**src/rtl/alu_pkg.sv**
```systemverilog
// Shared ALU control codes and arbiter state encoding for the shared-ALU sequencer.
package alu_pkg;

  localparam int unsigned ALU_CTLW = 3;

  localparam logic [ALU_CTLW-1:0] ALU_AND = 3'b000;
  localparam logic [ALU_CTLW-1:0] ALU_OR  = 3'b001;
  localparam logic [ALU_CTLW-1:0] ALU_ADD = 3'b010;
  localparam logic [ALU_CTLW-1:0] ALU_NOP = 3'b011;
  localparam logic [ALU_CTLW-1:0] ALU_SUB = 3'b110;
  localparam logic [ALU_CTLW-1:0] ALU_SLT = 3'b111;

  typedef enum logic [1:0] {
    ST_IDLE = 2'd0,
    ST_EXEC = 2'd1,
    ST_RESP = 2'd2
  } state_t;

endpackage

```
**src/rtl/alu_share_arb_rr_grant2.sv**
```systemverilog
// Two-way round-robin pick: a lone requester wins, a tie goes to the side named by rr.
module rr_grant2 (
  input  logic [1:0] valid,
  input  logic       rr,
  output logic [1:0] grant
);

  always_comb begin
    grant = 2'b00;
    case (valid)
      2'b01:   grant = 2'b01;
      2'b10:   grant = 2'b10;
      2'b11:   grant = rr ? 2'b10 : 2'b01;
      default: grant = 2'b00;
    endcase
  end

endmodule

```
**src/rtl/alu_share_arb.sv**
```systemverilog
// Round-robin sequencer sharing one external combinational ALU between two requesters:
// accept one op, drive the ALU for one cycle, hold the captured result until consumed.
module alu_share_arb
  import alu_pkg::*;
#(
  parameter int unsigned WIDTH = 32,
  parameter int unsigned CTLW  = 3
) (
  input  logic             clk,
  input  logic             rst_n,

  input  logic             req0_valid,
  output logic             req0_ready,
  input  logic [WIDTH-1:0] req0_op1,
  input  logic [WIDTH-1:0] req0_op2,
  input  logic [CTLW-1:0]  req0_ctl,

  input  logic             req1_valid,
  output logic             req1_ready,
  input  logic [WIDTH-1:0] req1_op1,
  input  logic [WIDTH-1:0] req1_op2,
  input  logic [CTLW-1:0]  req1_ctl,

  output logic             rsp0_valid,
  input  logic             rsp0_ready,
  output logic             rsp1_valid,
  input  logic             rsp1_ready,
  output logic [WIDTH-1:0] rsp_res,
  output logic             rsp_zf,

  output logic [WIDTH-1:0] alu_op1,
  output logic [WIDTH-1:0] alu_op2,
  output logic [CTLW-1:0]  alu_ctl,
  input  logic [WIDTH-1:0] alu_res,
  input  logic             alu_zf,

  output logic             busy
);

  localparam logic [CTLW-1:0] CTL_NOP = CTLW'(ALU_NOP);

  state_t           state;
  logic             rr;
  logic             owner;
  logic [WIDTH-1:0] lat_op1;
  logic [WIDTH-1:0] lat_op2;
  logic [CTLW-1:0]  lat_ctl;
  logic [1:0]       grant;
  logic             idle;
  logic             rsp_fire;

  rr_grant2 u_grant (
    .valid ({req1_valid, req0_valid}),
    .rr    (rr),
    .grant (grant)
  );

  // Ready is masked by reset so nothing looks accepted while rst_n is low.
  assign idle       = rst_n && (state == ST_IDLE);
  assign req0_ready = idle && grant[0];
  assign req1_ready = idle && grant[1];

  assign rsp0_valid = (state == ST_RESP) && !owner;
  assign rsp1_valid = (state == ST_RESP) &&  owner;
  assign rsp_fire   = (rsp0_valid && rsp0_ready) || (rsp1_valid && rsp1_ready);
  assign busy       = (state != ST_IDLE);

  // ALU inputs sit at NOP/zero outside EXEC to keep the datapath quiet.
  assign alu_op1 = (state == ST_EXEC) ? lat_op1 : '0;
  assign alu_op2 = (state == ST_EXEC) ? lat_op2 : '0;
  assign alu_ctl = (state == ST_EXEC) ? lat_ctl : CTL_NOP;

  always_ff @(posedge clk) begin
    if (!rst_n) begin
      state   <= ST_IDLE;
      rr      <= 1'b0;
      owner   <= 1'b0;
      lat_op1 <= '0;
      lat_op2 <= '0;
      lat_ctl <= CTL_NOP;
      rsp_res <= '0;
      rsp_zf  <= 1'b0;
    end else begin
      case (state)
        ST_IDLE: begin
          if (grant[1]) begin
            owner   <= 1'b1;
            lat_op1 <= req1_op1;
            lat_op2 <= req1_op2;
            lat_ctl <= req1_ctl;
            state   <= ST_EXEC;
          end else if (grant[0]) begin
            owner   <= 1'b0;
            lat_op1 <= req0_op1;
            lat_op2 <= req0_op2;
            lat_ctl <= req0_ctl;
            state   <= ST_EXEC;
          end
        end
        ST_EXEC: begin
          rsp_res <= alu_res;
          rsp_zf  <= alu_zf;
          state   <= ST_RESP;
        end
        ST_RESP: begin
          if (rsp_fire) begin
            rr    <= ~owner;
            state <= ST_IDLE;
          end
        end
        default: state <= ST_IDLE;
      endcase
    end
  end

endmodule

```
**config.mk**
```make
export PLATFORM = sky130hd
export DESIGN_NAME = alu_share_arb
export DESIGN_NICKNAME = d
export VERILOG_FILES = /design/src/rtl/alu_pkg.sv /design/src/rtl/alu_share_arb_rr_grant2.sv /design/src/rtl/alu_share_arb.sv
export SDC_FILE = /design/constraint.sdc
export NUM_CORES = 1
export LEC_CHECK = 0
export ABC_CLOCK_PERIOD_IN_PS = 1300
export BUFFER_PORTS_ARGS = -buffer_cell sky130_fd_sc_hd__buf_2
export CAP_MARGIN = 40
export CORE_MARGIN = 2
export CORE_UTILIZATION = 41
export CTS_BUF_LIST = sky130_fd_sc_hd__clkbuf_4
export CTS_CLUSTER_DIAMETER = 150
export DETAILED_ROUTE_END_ITERATION = 12
export GPL_ROUTABILITY_DRIVEN = 1
export HOLD_SLACK_MARGIN = 0.12
export MAX_ROUTING_LAYER = met4
export PLACE_DENSITY_LB_ADDON = 0.3
export SLEW_MARGIN = 20
export SYNTH_ARGS = -nofsm -noshare
export SYNTH_HDL_FRONTEND = slang
export SYNTH_SLANG_ARGS = --single-unit
```
**constraint.sdc**
```tcl
create_clock -name clk -period 1.3 [get_ports clk]
set_input_delay 0.065 -clock clk [delete_from_list [all_inputs] [get_ports clk]]
set_output_delay 0.065 -clock clk [all_outputs]
set_load 0.02 [all_outputs]
```
==> results of run 1 <==
what timing repair did:
item / 4_1_cts / 5_1_grt
pin swaps: 7 / 7
buffers inserted: 16 / 19
hold buffers: 173 / 0
setup endpoints to repair: 78 / 165
endpoints found under the hold margin: 103 / 0
gates cloned: 6 / 12
resized for setup: 207 / 153
registers in the layout, indices dropped and copies added, names as in the netlist:
signal	cells
state	2
rsp_zf	1
owner	1
rsp_res	32
lat_op1	32
lat_ctl	3
rr	1
lat_op2	32
worst paths after layout:
check,depth (start not counted),endpoint,from
worst max-delay path,5,alu_op1[8],state[0]
worst min-delay path,4,owner,req0_valid
worst max register to register,8,lat_op2[26],state[0]
worst min register to register,2,rsp_res[30],rsp_res[30]
cell families (layout without fill, tap and decap cells):
family / Yosys count / count (layout)
muxes: 1 / 1
other: 0 / 7
buffers and inverters: 56 / 538
DFF: 104 / 104
and+or+nand+nor: 285 / 285
AOI/OAI and AO/OA: 173 / 173
per-layer routing:
layer  wire length [um]  GRT usage
met3               2390     0.0694
met5                  0          -
met2              12600      0.573
met1               8590      0.369
met4               2140      0.233
power by group through the flow:
stage	logic, mW	clock network (mW)	registers (mW)
finish	3.76	1.72	3.82
CTS	2.83	1.72	3.72
global route	3.94	1.89	3.85
floorplan	1.09	0	3.80
global placement	1.96	0	3.78
detailed placement	1.98	0	3.77
cells in the mapped netlist:
master     number
nand2_1       199
dfxtp_1       104
and2_1         68
a31oi_1        65
o21ai_0        55
clkbuf_1       29
a21boi_0       26
buf_2          17
o21ai_1        13
a21boi_1        7
buf_4           7
nor2_1          6
nor2b_1         5
a211oi_1        3
nand2b_1        3
a21oi_1         2
and3_1          2
inv_1           2
a22oi_1         1
buf_6           1
mux2i_1         1
nand2b_2        1
nor3_4          1
o2bb2ai_1       1
area by class of cell:
cell class / count / area [um^2]
Tap cell: 143 / 179
Sequential cell: 104 / 2090
Multi-Input combinational cell: 459 / 2910
Timing Repair Buffer: 521 / 4580
Fill cell: 512 / 1350
Clock buffer: 10 / 75.1
Clock inverter: 5 / 57.6
Antenna cell: 7 / 17.5
Inverter: 2 / 7.51
critical path: stages (launching register included):
cell and delay [ns]:
dfxtp_4 0.38, nor2b_4 0.18, buf_12 0.15, buf_12 0.16, and2_1 0.18, buf_6 0.12
per-stage QoR:
step                      hold slack [ns]  worst slack [ns]  total power, mW  cells  utilization
final                               0.186            -0.352             9.30   1251        0.880
after global routing                0.190            -0.430             9.68   1249        0.879
after floorplan                     0.200            0.0287             4.89    619            -
after global placement              0.316            0.0308             5.73   1010        0.566
after detailed placement            0.313           -0.0231             5.75   1010        0.566
after CTS                           0.133            -0.371             8.26   1220        0.798
==> impl_metrics.ini, run 1 <==
[status]
status = finished, violations left
violations = setup timing

[floorplanning]
fp.coreArea_um2 = 11300
die_y_um = 111
initial_core_util = 0.415
fp-row-count = 39
fp.dieW_um = 111
dieArea_um2 = 12300
ios = 278

[yosys]
seq_area_frac_synth = 0.445
synth_fa_ha_area_frac = 0
mappedNetlistArea_um2 = 4680
synth_fp_nets = 792
synth-simple-area-share = 0.274
syn_inst = 619
yosys_warnings = 0
synthXorXnorAreaFrac = 0
synth.avg_cell_area_um2 = 7.57
synth_top_family_by_area = simple AND/OR/NAND/NOR gates
netlist_top_cells_area = dfxtp_1 (44%), nand2_1 (16%), and2_1 (9.1%), a31oi_1 (8.7%), o21ai_0 (5.9%)
synth_compound_area_frac = 0.223
yosys-mux-area-fraction = 0.00214
synth_top_area_frac = 0.445
synth-seq-cells = 104
ys_types = 24
synth_top_cell_by_area = dfxtp_1

[route]
vias_per_cell = 5.66
drtAntennaViolNets = 0
drtIter0Drc = 665
routedWlPerCell_um = 20.6
wirelength_mm = 25.7
drt_pass1_iterations = 6
vias = 7086
drc = 0

[cts]
numCtsBuffers = 9
cts_tree = built
path_clk_slew_ns = 0.14
clock_sinks = 104
insertion_delay_ns = 0.45
cts_root_buf = clkbuf_4
clockBufferDepth = 2
h-tree-depth = 3

[timing]
slew_viol_final = 0
final.period_utilization = 1.27
final-setup-viol-count = 139
rsz0062_at_grt = true
fin_setup_tns_ns = -35.72
setup_ws_ns = -0.352
relSlewSlack = 0.766
fin_skew_ns = 0.0456
tightest_slew_ns = 0.351
min_period_ns = 1.65
finalHoldViolations = 0
max_freq_mhz = 605

[grt]
grt_use_total = 0.344
grt_pass1_wl_mm = 33.4
grt_pass1_vias = 6839
gr-total-overflow = 0
antenna_found_initial = 5
grt_max_degree = 53

[pwr]
power_density_nw_per_um2 = 938
switching_share = 0.346
intPower_mw = 6.09
ir_drop_v = 0.000602
p_switching_mw = 3.22
clock_power_share = 0.185
power_frac_comb = 0.405
leakage_nw = 4.47
pwr-share-seq = 0.410

[min_path]
hp-class = in2reg

[place]
placed_area_um2 = 6380
port_buffers = 277
hpwl_mm = 9.89
place.gp.congestion = 0.864

[cells_and_area]
design_area_um2 = 9920
syn_to_final_growth_pct = 112
final_common_cell = buf_2
drive_above_1_share = 0.437
most-common-layout-cells = buf_2 (208), nand2_1 (197), dlygate4sd3_1 (173), dfxtp_1 (101), buf_6 (88)
finish.net_count = 1270

[critical_path]
cp.arrival_ns = 1.59
reg2reg_slack_ns = -0.34
crit_path_start_kind = register
crit_path_end_kind = output pin
path_class = reg2out
required_ns = 1.24
crit_fanout = 21

[job]
cap_violations = 0
Note: power is estimated with default switching activity, not from simulation.
==> inputs of run 2 (changes only) <==
Settings changed: CORE_UTILIZATION 41 to 35.
==> run 2 against run 1 <==
Compared with the run above: the run still ends with setup timing left; count of clock-buffer cells in the layout increased by 1; cell count increased by 2.6%; power increased by 0.75%; sequential cell count unchanged; die area increased by 17%; first-iteration DRC count decreased by 38%; clock skew decreased by 0.027 ns; critical path depth increased by 1; worst setup slack got worse by 0.071 ns; register-to-register slack got worse by 0.07 ns; critical endpoint is now req0_ready; highest routed layer unchanged.
==> impl_metrics.ini, run 2 (same netlist as run 1, synthesis figures left out) <==
[route]
vias = 6706
drc = 0
routedWlPerCell_um = 18.2
vias_per_cell = 5.22
drtAntennaViolNets = 0
drtIter0Drc = 412
drt_pass1_iterations = 6
wirelength_mm = 23.3

[cells_and_area]
syn_to_final_growth_pct = 116
regArea_um2 = 2090
multi_input_area_um2 = 2940
reg_top3 = lat_op1: 32 flops, lat_op2: 32 flops, rsp_res: 32 flops
final_core_util = 0.771
final_common_cell = buf_2
drive_above_1_share = 0.439
fillers = 774
finish.net_count = 1274
most-common-layout-cells = buf_2 (206), nand2_1 (190), dlygate4sd3_1 (173), dfxtp_1 (102), buf_6 (88)

[floorplanning]
fp.coreArea_um2 = 13100
die_y_um = 120
fp.dieW_um = 120
dieArea_um2 = 14300
fp-row-count = 42
ios = 278
initial_core_util = 0.356

[timing]
finalHoldViolations = 0
max_freq_mhz = 581
setup_ws_ns = -0.423
final.period_utilization = 1.33
whs_ns = 0.181
min_period_ns = 1.72
tightest_slew_ns = 0.382
relSlewSlack = 0.744
final-setup-viol-count = 145
rsz0062_at_grt = true
slew_viol_final = 0
fin_skew_ns = 0.0189

[pwr]
power_frac_comb = 0.410
clock_power_share = 0.188
intPower_mw = 6.24
pwr-share-seq = 0.402
p_switching_mw = 3.14
leakage_nw = 4.57
ir_drop_v = 0.000918
total_power_mw = 9.37
power_density_nw_per_um2 = 925
switching_share = 0.335

[status]
violations = setup timing
status = finished, violations left

[grt]
grt_pass1_wl_mm = 34.0
antenna_found_initial = 2
grt_use_total = 0.306
grt_max_degree = 51
gr-total-overflow = 0
grt_pass1_vias = 6848

[cts]
numCtsBuffers = 9
cts_root_buf = clkbuf_4
clock_sinks = 104
cts_tree = built
h-tree-depth = 3
insertion_delay_ns = 0.48
path_clk_slew_ns = 0.17
clockBufferDepth = 2

[critical_path]
crit_path_end_kind = output pin
path_class = reg2out
reg2reg_from = state[0]
reg2reg_slack_ns = -0.41
r2r_cells = 9
r2r_end = lat_op1[1]
crit_fanout = 2
startpoint = state[0]
crit_path_start_kind = register
required_ns = 1.24
cp.arrival_ns = 1.66

[min_path]
hold_end = lat_ctl[1]
hp-start = req1_valid
hp-class = in2reg
hold_depth = 5

[place]
hpwl_mm = 10.1
pre_cts_ws_ns = -0.0380
place.gp.congestion = 0.776
port_buffers = 277

[job]
cap_violations = 0
[run 2: cell types whose count changed in the layout (fill, tap and decap cells not counted), moves of 5 or more]
cell       delta
buf_8         +5
diode_2       -5
nand2_1       -7
buf_12        +5
buf_16        +5
o21ai_1      +17
a21boi_0      -5
o21ai_2      -21
clkbuf_16     -5
[run 2: layer usage]
metal	GRT usage	routed length (um)	vias to the layer above	share of wire
met5	-	0	-	0
met1	0.342	8780	3134	0.38
met4	0.143	1080	0	0.046
met3	0.0732	1770	98	0.076
li1	-	-	3041	-
met2	0.515	11700	433	0.50
[run 2: area by class of cell]
class,count,area share
clock buffers,11,0.00815
clock inverters,5,0.00568
well taps,176,0.0217
flip-flops and latches,104,0.206
repair buffers,525,0.466
inverters,2,0.000741
multi-input cells,459,0.291
diodes,2,0.000494
[run 2: worst max path at each step]
stage / endpoint / slack [ns] / cells past startpoint
after floorplan: alu_op1[10] / 0.03 / 4
after global placement: lat_op1[13] / -0.02 / 5
after detailed placement: lat_op1[13] / -0.04 / 5
after CTS: alu_op2[6] / -0.45 / 6
after global routing: req0_ready / -0.52 / 6
final: req0_ready / -0.42 / 6
[run 2: stage by stage]
step,TNS [ns],area [um^2],cells
3_5_place_dp,-0.201,6410,1047
4_1_cts,-50.86,9770,1284
2_1_floorplan,0,4680,619
6_report,-47.50,10100,1284
5_1_grt,-60.30,10100,1284
3_3_place_gp,-0.0240,6410,1047
[run 2: repair_timing]
action | CTS | global route
endpoints found under the hold margin | 104 | 0
setup endpoints to repair | 103 | 175
hold buffers | 173 | 0
pin swaps | 8 | 14
gates cloned | 16 | 4
gates resized for setup | 271 | 132
buffers inserted | 33 | 7
[run 2: critical path, stage by stage, from the launching register on]
cell and delay, ns:
dfxtp_4 0.38, buf_6 0.11, buf_6 0.11, nor2_4 0.11, nand2_2 0.09, a211oi_2 0.18
buf_4 0.19
[run 2: power by group through the flow]
stage	combinational [mW]	sequential (mW)	clock, mW
after floorplan	1.09	3.80	0
after detailed placement	1.97	3.76	0
after CTS	3.50	3.71	1.79
final	3.84	3.77	1.76
after global placement	1.96	3.77	0
after global routing	4.04	3.81	1.93
==> inputs of run 3 (changes only) <==
Settings changed: SKIP_LAST_GASP set to 1.
==> run 3 against run 2 <==
Compared with the run above: the run still ends with setup timing left; non-clock buffer count is 2 higher; sequential power is 1% lower; via count is 0.85% lower; cell count hardly changed; critical path type unchanged; critical path depth stayed put; fmax is 0.65% lower; sequential cell count stayed put; worst hold slack worse by 0.049 ns; worst setup slack worse by 0.011 ns; global-route usage is 0.30 points higher; routed wire length is 2.9% lower.
==> impl_metrics.ini, run 3 (same netlist as run 1, synthesis figures left out) <==
[timing]
max_freq_mhz = 577
final.period_utilization = 1.33
tightest_slew_ns = 0.326
fin_skew_ns = 0.0181
min_period_ns = 1.73
relSlewSlack = 0.782
slew_viol_final = 0
finalHoldViolations = 0
final-setup-viol-count = 146
rsz0062_at_grt = true
setup_ws_ns = -0.434

[grt]
grt_pass1_wl_mm = 34.3
grt_use_total = 0.309
antenna_found_initial = 1
grt_pass1_vias = 6933
grt_max_degree = 51
gr-total-overflow = 0

[job]
cap_violations = 0

[floorplanning]
fp-row-count = 42
fp.dieW_um = 120
ios = 278
fp.coreArea_um2 = 13100
dieArea_um2 = 14300
initial_core_util = 0.356
die_y_um = 120

[place]
port_buffers = 277
placed_area_um2 = 6410
place.gp.congestion = 0.776
hpwl_mm = 10.1

[cells_and_area]
design_area_um2 = 9800
drive_above_1_share = 0.405
syn_to_final_growth_pct = 109
final_common_cell = buf_2
finish.net_count = 1276
reg_top3 = lat_op1: 32 flops, lat_op2: 32 flops, rsp_res: 32 flops
most-common-layout-cells = buf_2 (207), nand2_1 (191), dlygate4sd3_1 (172), dfxtp_1 (102), buf_6 (71)
fillers = 838

[critical_path]
r2r_cells = 10
reg2reg_slack_ns = -0.42
crit_path_end_kind = output pin
path_class = reg2out
cp_num_buf_inv = 3
required_ns = 1.24
worst_path_most_repeated_cell = buf_6
cp_top_family = buffers and inverters
crit_chain = buf_6 -> buf_6 -> nor2_4 -> nand2_2 -> a211oi_2 -> buf_4
reg2reg_from = state[0]
cp.arrival_ns = 1.67
crit_fanout = 2
crit_path_start_kind = register
r2r_end = lat_op1[14]
cpMaxStageDelayCell = dfxtp_4
slowest_delay_ns = 0.38

[cts]
h-tree-depth = 3
clockBufferDepth = 2
cts_root_buf = clkbuf_4
path_clk_slew_ns = 0.17
cts_tree = built
numCtsBuffers = 9
insertion_delay_ns = 0.50
clock_sinks = 104

[route]
drtIter0Drc = 418
vias_per_cell = 5.17
drt_pass1_iterations = 5
vias = 6649
drtAntennaViolNets = 0
drc = 0
wirelength_mm = 22.6
routedWlPerCell_um = 17.6

[status]
violations = setup timing
status = finished, violations left

[min_path]
hold_depth = 5
hp-class = in2reg
hold_end = lat_ctl[0]
hp-start = req1_valid

[pwr]
leakage_nw = 4.50
total_power_mw = 9.15
ir_drop_v = 0.000998
power_density_nw_per_um2 = 934
[run 3: cell types whose count changed in the layout (fill, tap and decap cells not counted), sizes merged]
cell,change
buf,+4
clkbuf,-1
diode,-1
dlygate4sd3,-1
[run 3: where the power goes]
part,leakage [nW],internal [mW],switching [mW]
registers,0.860,3.53,0.200
logic,3.56,1.98,1.66
clock network,0.0808,0.632,1.15
[run 3: layout make-up]
| class | instances | area (um^2) | area share |
|---|---|---|---|
| Antenna cell | 1 | 2.50 | 0.000255 |
| Clock buffer | 11 | 82.6 | 0.00843 |
| Clock inverter | 5 | 57.6 | 0.00587 |
| Inverter | 2 | 7.51 | 0.000766 |
| Multi-Input combinational cell | 459 | 2670 | 0.273 |
| Sequential cell | 104 | 2090 | 0.213 |
| Tap cell | 176 | 220 | 0.0225 |
| Timing Repair Buffer | 527 | 4670 | 0.476 |
[run 3: worst max path at each step]
| stage | start | end | slack (ns) | cells past startpoint |
|---|---|---|---|---|
| after CTS | state[0] | alu_op2[6] | -0.45 | 6 |
| final | state[0] | req0_ready | -0.43 | 6 |
| after floorplan | state[0] | alu_op1[10] | 0.03 | 4 |
| after global placement | state[1] | lat_op1[13] | -0.02 | 5 |
| after global routing | state[0] | lat_op1[14] | -0.50 | 10 |
| after detailed placement | state[1] | lat_op1[13] | -0.04 | 5 |
[run 3: repair_timing]
item / in CTS / in global routing
setup buffers: 33 / 7
gates cloned: 16 / 3
endpoints found under the hold margin: 104 / 0
gates resized for setup: 206 / 89
hold buffers: 172 / 0
pin swaps: 6 / 10
endpoints found under the setup margin: 103 / 174
[run 3: worst min-delay path: stages]
cell,delay [ns]
buf_2,0.09
buf_4,0.15
and3_1,0.15
a211oi_1,0.05
o21ai_1,0.11
[run 3: routing by layer]
layer  GRT usage  routed length, um  vias to the layer above
met5           -                  0                        -
met1       0.340               8410                     3079
met2       0.517              11300                      427
met3      0.0779               1810                      103
li1            -                  -                     3040
met4       0.159               1120                        0
[run 3: metrics by stage]
| stage | hold WS [ns] | std cells | util | setup slack, ns | TNS [ns] |
|---|---|---|---|---|---|
| after floorplan | 0.200 | 619 | - | 0.0287 | 0 |
| after global placement | 0.313 | 1047 | 0.488 | -0.0228 | -0.0240 |
| after detailed placement | 0.312 | 1047 | 0.488 | -0.0380 | -0.201 |
| after CTS | 0.135 | 1283 | 0.736 | -0.450 | -52.52 |
| after global routing | 0.137 | 1285 | 0.746 | -0.499 | -61.00 |
| final | 0.132 | 1285 | 0.746 | -0.434 | -49.37 |
